<file path="src/rtl/instruction_fetcher.sv">
`default_nettype none
// +--------------------------------------------------------------------------+
// | Module      : instruction_fetcher                                        |
// | Description : Fetch stage between the branch target buffer and          |
// |               dispatch. Takes pc_in, fetches the word from an optional   |
// |               direct-mapped icache or from the memory controller,        |
// |               pulses fetch_new_instruction to advance the predictor and  |
// |               pushes {inst, pc} into an internal circular instruction    |
// |               queue (IQ). Honours stop_fetching (JALR stall) and         |
// |               roll_back (mispredict flush).                              |
// | Macro       : ICACHE_EN - compile in the direct-mapped icache.           |
// | Ports       : clk_in, rst_in (async, active-high), rdy_in (pause)        |
// |               pc_in, stop_fetching, roll_back       - from predictor     |
// |               fetch_new_instruction, fetch_inst     - to decoder/pred.   |
// |               mem_req, mem_addr, mem_done, mem_data - memory controller  |
// |               iq_valid, iq_inst, iq_pc, iq_pop      - dispatch side      |
// | Revision    : 1.0 - initial release                                      |
// +--------------------------------------------------------------------------+
module instruction_fetcher #(
  parameter int IQ_DEPTH    = 16,
  parameter int ICACHE_SIZE = 64
) (
  input  logic        clk_in,
  input  logic        rst_in,
  input  logic        rdy_in,
  input  logic [31:0] pc_in,
  input  logic        stop_fetching,
  input  logic        roll_back,
  output logic        fetch_new_instruction,
  output logic [31:0] fetch_inst,
  output logic        mem_req,
  output logic [31:0] mem_addr,
  input  logic        mem_done,
  input  logic [31:0] mem_data,
  output logic        iq_valid,
  output logic [31:0] iq_inst,
  output logic [31:0] iq_pc,
  input  logic        iq_pop
);

  localparam int                 c_IQ_AW   = $clog2(IQ_DEPTH);
  localparam logic [c_IQ_AW:0]   c_IQ_FULL = (c_IQ_AW + 1)'(IQ_DEPTH);

  typedef enum logic [1:0] {
    S_IDLE     = 2'd0,
    S_MEM_WAIT = 2'd1,
    S_ISSUE    = 2'd2,
    S_DRAIN    = 2'd3
  } state_t;

  state_t               r_state;
  logic [31:0]          r_pc;
  logic [31:0]          r_iq_inst_mem [IQ_DEPTH];
  logic [31:0]          r_iq_pc_mem   [IQ_DEPTH];
  logic [c_IQ_AW-1:0]   r_head;
  logic [c_IQ_AW-1:0]   r_tail;
  logic [c_IQ_AW:0]     r_count;

  logic                 w_start;
  logic                 w_push;
  logic                 w_pop;
  logic                 w_hit;
  logic [31:0]          w_hit_data;

  // ---------------------------------------------------------------------------
  // Optional icache
  // ---------------------------------------------------------------------------
`ifdef ICACHE_EN
  localparam int c_IC_IW = $clog2(ICACHE_SIZE);
  localparam int c_IC_TW = 30 - c_IC_IW;

  logic [ICACHE_SIZE-1:0] r_ic_valid;
  logic [c_IC_TW-1:0]     r_ic_tag  [ICACHE_SIZE];
  logic [31:0]            r_ic_data [ICACHE_SIZE];

  logic [c_IC_IW-1:0]     w_ic_idx;
  logic [c_IC_TW-1:0]     w_ic_tag;
  logic [c_IC_IW-1:0]     w_fill_idx;
  logic [c_IC_TW-1:0]     w_fill_tag;
  logic                   w_fill;

  assign w_ic_idx   = pc_in[c_IC_IW+1:2];
  assign w_ic_tag   = pc_in[31:c_IC_IW+2];
  // Fills use the latched request address, which stays correct even in DRAIN.
  assign w_fill_idx = mem_addr[c_IC_IW+1:2];
  assign w_fill_tag = mem_addr[31:c_IC_IW+2];
  assign w_fill     = rdy_in && mem_done &&
                      ((r_state == S_MEM_WAIT) || (r_state == S_DRAIN));

  assign w_hit      = r_ic_valid[w_ic_idx] && (r_ic_tag[w_ic_idx] == w_ic_tag);
  assign w_hit_data = r_ic_data[w_ic_idx];

  // Valid bits are only cleared by reset; a flush leaves cached lines intact.
  always_ff @(posedge clk_in or posedge rst_in) begin
    if (rst_in) begin
      r_ic_valid <= '0;
    end else if (w_fill) begin
      r_ic_valid[w_fill_idx] <= 1'b1;
    end
  end

  always_ff @(posedge clk_in) begin
    if (w_fill) begin
      r_ic_tag[w_fill_idx]  <= w_fill_tag;
      r_ic_data[w_fill_idx] <= mem_data;
    end
  end
`else
  logic unused_icache_cfg;
  assign unused_icache_cfg = (ICACHE_SIZE == 0);
  assign w_hit             = 1'b0;
  assign w_hit_data        = '0;
`endif

  // ---------------------------------------------------------------------------
  // Control
  // ---------------------------------------------------------------------------
  assign w_start = (r_state == S_IDLE) && !stop_fetching && !roll_back &&
                   (r_count != c_IQ_FULL);
  // The issue pulse must react to a same-cycle roll_back or pause, so it is
  // decoded from the ISSUE state rather than registered ahead of time.
  assign w_push  = rdy_in && (r_state == S_ISSUE) && !roll_back;
  assign w_pop   = rdy_in && iq_pop && iq_valid;

  assign fetch_new_instruction = w_push;

  always_ff @(posedge clk_in or posedge rst_in) begin
    if (rst_in) begin
      r_state    <= S_IDLE;
      r_pc       <= '0;
      mem_req    <= 1'b0;
      mem_addr   <= '0;
      fetch_inst <= '0;
    end else if (rdy_in) begin
      case (r_state)
        S_IDLE: begin
          if (w_start) begin
            r_pc <= pc_in;
            if (w_hit) begin
              fetch_inst <= w_hit_data;
              r_state    <= S_ISSUE;
            end else begin
              mem_addr <= pc_in;
              mem_req  <= 1'b1;
              r_state  <= S_MEM_WAIT;
            end
          end
        end
        S_MEM_WAIT: begin
          if (mem_done) begin
            mem_req <= 1'b0;
            // A flush coinciding with the response discards the word here;
            // going to DRAIN would wait for a response that has already come.
            if (roll_back) begin
              r_state <= S_IDLE;
            end else begin
              fetch_inst <= mem_data;
              r_state    <= S_ISSUE;
            end
          end else if (roll_back) begin
            r_state <= S_DRAIN;
          end
        end
        S_ISSUE: begin
          r_state <= S_IDLE;
        end
        S_DRAIN: begin
          if (mem_done) begin
            mem_req <= 1'b0;
            r_state <= S_IDLE;
          end
        end
        default: begin
          r_state <= S_IDLE;
        end
      endcase
    end
  end

  // ---------------------------------------------------------------------------
  // Instruction queue
  // ---------------------------------------------------------------------------
  always_ff @(posedge clk_in or posedge rst_in) begin
    if (rst_in) begin
      r_head  <= '0;
      r_tail  <= '0;
      r_count <= '0;
    end else if (rdy_in) begin
      if (roll_back) begin
        r_head  <= '0;
        r_tail  <= '0;
        r_count <= '0;
      end else begin
        // Power-of-two depth: natural pointer overflow is the wrap.
        if (w_push) r_tail <= r_tail + 1'b1;
        if (w_pop)  r_head <= r_head + 1'b1;
        case ({w_push, w_pop})
          2'b10:   r_count <= r_count + 1'b1;
          2'b01:   r_count <= r_count - 1'b1;
          default: r_count <= r_count;
        endcase
      end
    end
  end

  always_ff @(posedge clk_in) begin
    if (w_push) begin
      r_iq_inst_mem[r_tail] <= fetch_inst;
      r_iq_pc_mem[r_tail]   <= r_pc;
    end
  end

  assign iq_valid = (r_count != '0);
  // Storage is not reset; gating keeps the head outputs at zero when empty.
  assign iq_inst  = iq_valid ? r_iq_inst_mem[r_head] : '0;
  assign iq_pc    = iq_valid ? r_iq_pc_mem[r_head]   : '0;

endmodule
`default_nettype wire

</file>
<file path="config.mk">
export PLATFORM = sky130hd
export DESIGN_NAME = instruction_fetcher
export DESIGN_NICKNAME = d
export VERILOG_FILES = /design/src/rtl/instruction_fetcher.sv
export SDC_FILE = /design/constraint.sdc
export NUM_CORES = 1
export LEC_CHECK = 0
export CORE_AREA = 2 2 358 271
export CTS_CLUSTER_DIAMETER = 50
export DETAILED_ROUTE_END_ITERATION = 10
export DIE_AREA = 0 0 360 273
export PLACE_DENSITY = 0.71
export SETUP_SLACK_MARGIN = 0.4
export SYNTH_ARGS = -nofsm -noshare
export SYNTH_HDL_FRONTEND = slang
export SYNTH_SLANG_ARGS = --single-unit
</file>
<file path="constraint.sdc">
create_clock -name clk_in -period 6.7 [get_ports clk_in]
set_clock_uncertainty 0.1 [all_clocks]
set_input_delay 1.34 -clock clk_in [delete_from_list [all_inputs] [get_ports clk_in]]
set_output_delay 1.34 -clock clk_in [all_outputs]
set_load 0.01 [all_outputs]
</file>
==> metrics.md <==
| Metric | Value |
|---|---|
| Overall Global Routing Usage | `19.00%` |
| Bufs on Longest Clock Path | `3` |
| Commonest non-fill, non-tap cell in the layout | `edfxtp_1` |
| Pwr Density | `418.0 mW/mm²` |
| Status | `finished, final reports clean` |
| WL final | `92850 µm` |
| Worst vdd ir | `0.2737 mV` |
| H-tree lvl count | `3` |
| Hold Crit Start | `mem_req` |
| RSZ-0062 raised after global routing | `no` |
| Min Tclk post-route | `5388 ps` |
| Final net count | `2114` |
| DR pass1 iterations | `7` |
| Largest net degree at the start of global routing | `65` |
| Power, Total | `20.74 mW` |
| Rows | `98` |
| Crit path kind | `reg -> out` |
| Net Count, Synth | `1852` |
| I/O pins | `202` |
| Layout cells sized above 1 | `29.32%` |
| Die W | `360 µm` |
| Register area | `0.03277 mm²` |
| Post-DRT Antenna Nets | `0` |
| PostCTS Resize Cnt | `0` |
| Hold Buf Count CTS | `0` |
| IO Port Bufs | `201` |
| Distinct cells, synth | `44` |
| Setup crit start | `r_head[1]` |
| Startpoint types | `flop` |
| Pre-CTS WS | `1689 ps` |
| Worst slew margin | `30.10%` |
| YS warnings | `0` |
| Vias in the first global route | `20670` |
| # placed instances | `3178` |
| Detailed Route Iter0 Violations | `1935` |
| CTS tree | `done` |
| CORE AREA | `0.09478 mm²` |
| # diodes | `0` |
| Critical R2R Launch | `r_state[0]` |
| Postcts setup bufs | `0` |
| Sequential share of the synthesized area | `77.25%` |
| Die height | `273 µm` |
| Setup TNS | `0 ps` |
| Post-synth EDFFs | `1024` |
| Worst Path Required | `5260 ps` |
| Mapped cell area | `0.04240 mm²` |
| Final setup margin | `1312 ps` |
| Worst Hold Class | `reg -> reg` |
| Worst-path fanout max | `55` |
| Clk root buf | `clkbuf_16` |
| Post-Synthesis Cells | `1774` |
| Final-report hold violation count | `0` |
| DP HPWL | `49830 µm` |
| Fill count | `7158` |
| Final instance area | `0.04961 mm²` |
| Wire per inst | `27.51 µm` |
| # DRC | `0` |
| Grt total ovfl | `0` |
| Vias | `19530` |
| DP Area | `0.04607 mm²` |
| # setup viols final | `0` |
| Util after Layout | `52.34%` |
| Initial antenna violation count | `1` |
| Static leakage | `15.47 nW` |
| Global-route wire length before repair | `137400 µm` |
| Final Wtd Congestion | `0.7501` |
| Final Instance Count excl. Fillers | `3375` |
| Multi-input gate area | `0.009216 mm²` |
| Die area | `0.09828 mm²` |
| Max Clk Rate | `0.1856 GHz` |
| Slew Limit Fails | `0` |
| Highest-count cells in the layout ignoring fill and taps | `edfxtp_1, mux4_2, clkdlybuf4s50_1` |
| Vias per cell | `5.787` |
| Total CTS buffers | `106` |
| Hold_ws | `401.9 ps` |
| Fin crit share | `80.41%` |
| Max-cap violations | `0` |
| Worst-margin pin slew | `1049 ps` |
| Seq cells post-synth | `1104` |
| Area grow syn2layout | `17.00%` |
| Fraction of registers with async set/reset | `7.246%` |
| Arrival time at the worst endpoint | `3950 ps` |
| Worst-path clk slew | `50 ps` |
| Initial Utilization | `44.73%` |
| Mean Syn Cell Area | `23.90 µm²` |
| Clk sinks | `1104` |
| Latest clock arrival within the worst-skew pair | `660 ps` |
| Ys flop type | `edfxtp_1` |
| Crit. End Element | `primary output` |
## kinds of logic (layout without fill, tap and decap cells)
group,Yosys count,after routing,synth area share (%)
AO/OA/AOI/OAI,32,32,0.5518
XOR/XNOR,2,2,0.04132
adder cells (fa/ha/maj),7,7,0.2066
buffers and inverters,100,451,1.189
flip-flops,1104,1104,77.25
multiplexers,389,389,18.82
AND/OR/NAND/NOR,140,140,1.948
## area by class of cell
cell class              instances  area share, %
repair buffers                248          5.044
inverters                       6        0.05044
well taps                    1250          3.153
clock inverters                60          1.291
clock buffers                 137          5.831
multi-input cells             570          18.58
flip-flops and latches       1104          66.05
## report_power, final
part | internal [mW] | leakage, nW | switching [mW]
combinational | 2.78 | 3.53 | 1.98
sequential | 8.74 | 10.2 | 1.21
clock | 3.49 | 1.72 | 2.55
## worst paths after layout
| kind | depth (start not counted) | slack [ps] | to |
|---|---|---|---|
| max | 5 | 1310 | iq_inst[24] |
| min | 1 | 400 | mem_req |
| max reg2reg | 5 | 3440 | r_iq_inst_mem[2][3] |
| min reg2reg | 1 | 400 | mem_req |
| max in group asynchronous | 3 | 4360 | r_head[2] |
| min in group asynchronous | 2 | 1070 | fetch_inst[28] |
## critical path, cell delays in order, from the launching register on
cell and delay (ps):
dfrtp_4 1040, buf_4 630, mux4_2 420, mux4_2 470
and2_1 210, clkdlybuf4s50_1 480
## cells in the mapped netlist (2+ instances only)
| cell | number | area, µm² |
|---|---|---|
| nand2_1 | 15 | 56.30 |
| nand3_1 | 3 | 15.01 |
| buf_2 | 22 | 110.1 |
| or3_1 | 3 | 18.77 |
| a21o_1 | 3 | 22.52 |
| and2_1 | 76 | 475.5 |
| mux4_2 | 320 | 7207 |
| a31oi_1 | 2 | 12.51 |
| or4_4 | 2 | 22.52 |
| dfrtp_1 | 80 | 2002 |
| mux2_1 | 2 | 22.52 |
| mux2_2 | 62 | 698.2 |
| ha_1 | 7 | 87.58 |
| nor3_1 | 7 | 35.03 |
| nor4_1 | 2 | 12.51 |
| buf_1 | 8 | 30.03 |
| clkbuf_1 | 43 | 161.4 |
| buf_4 | 15 | 112.6 |
| a21oi_1 | 6 | 30.03 |
| inv_1 | 6 | 22.52 |
| buf_6 | 6 | 67.56 |
| nor2b_1 | 3 | 18.77 |
| nand4_1 | 2 | 12.51 |
| nor2_1 | 15 | 56.30 |
| o2bb2ai_1 | 5 | 43.79 |
| o22ai_1 | 2 | 12.51 |
| o31ai_1 | 2 | 15.01 |
| o21ai_0 | 7 | 35.03 |
| mux2i_1 | 5 | 50.05 |
| nand2b_1 | 6 | 37.54 |
| edfxtp_1 | 1024 | 30750 |
## registers in the layout (all words and copies together) (netlist names)
register       cells
fetch_inst        32
r_count            5
r_pc              32
r_tail             4
r_state            2
mem_req            1
r_iq_pc_mem      512
r_head             4
r_iq_inst_mem    512
## metal layers
metal	vias up	wire, µm	global-route usage [%]
li1	8054	-	-
met1	10620	39040	26.92
met2	726	46150	31.40
met3	126	5984	3.015
met4	0	1678	4.368
met5	-	0	0
Note: power is estimated with default switching activity, not from simulation.
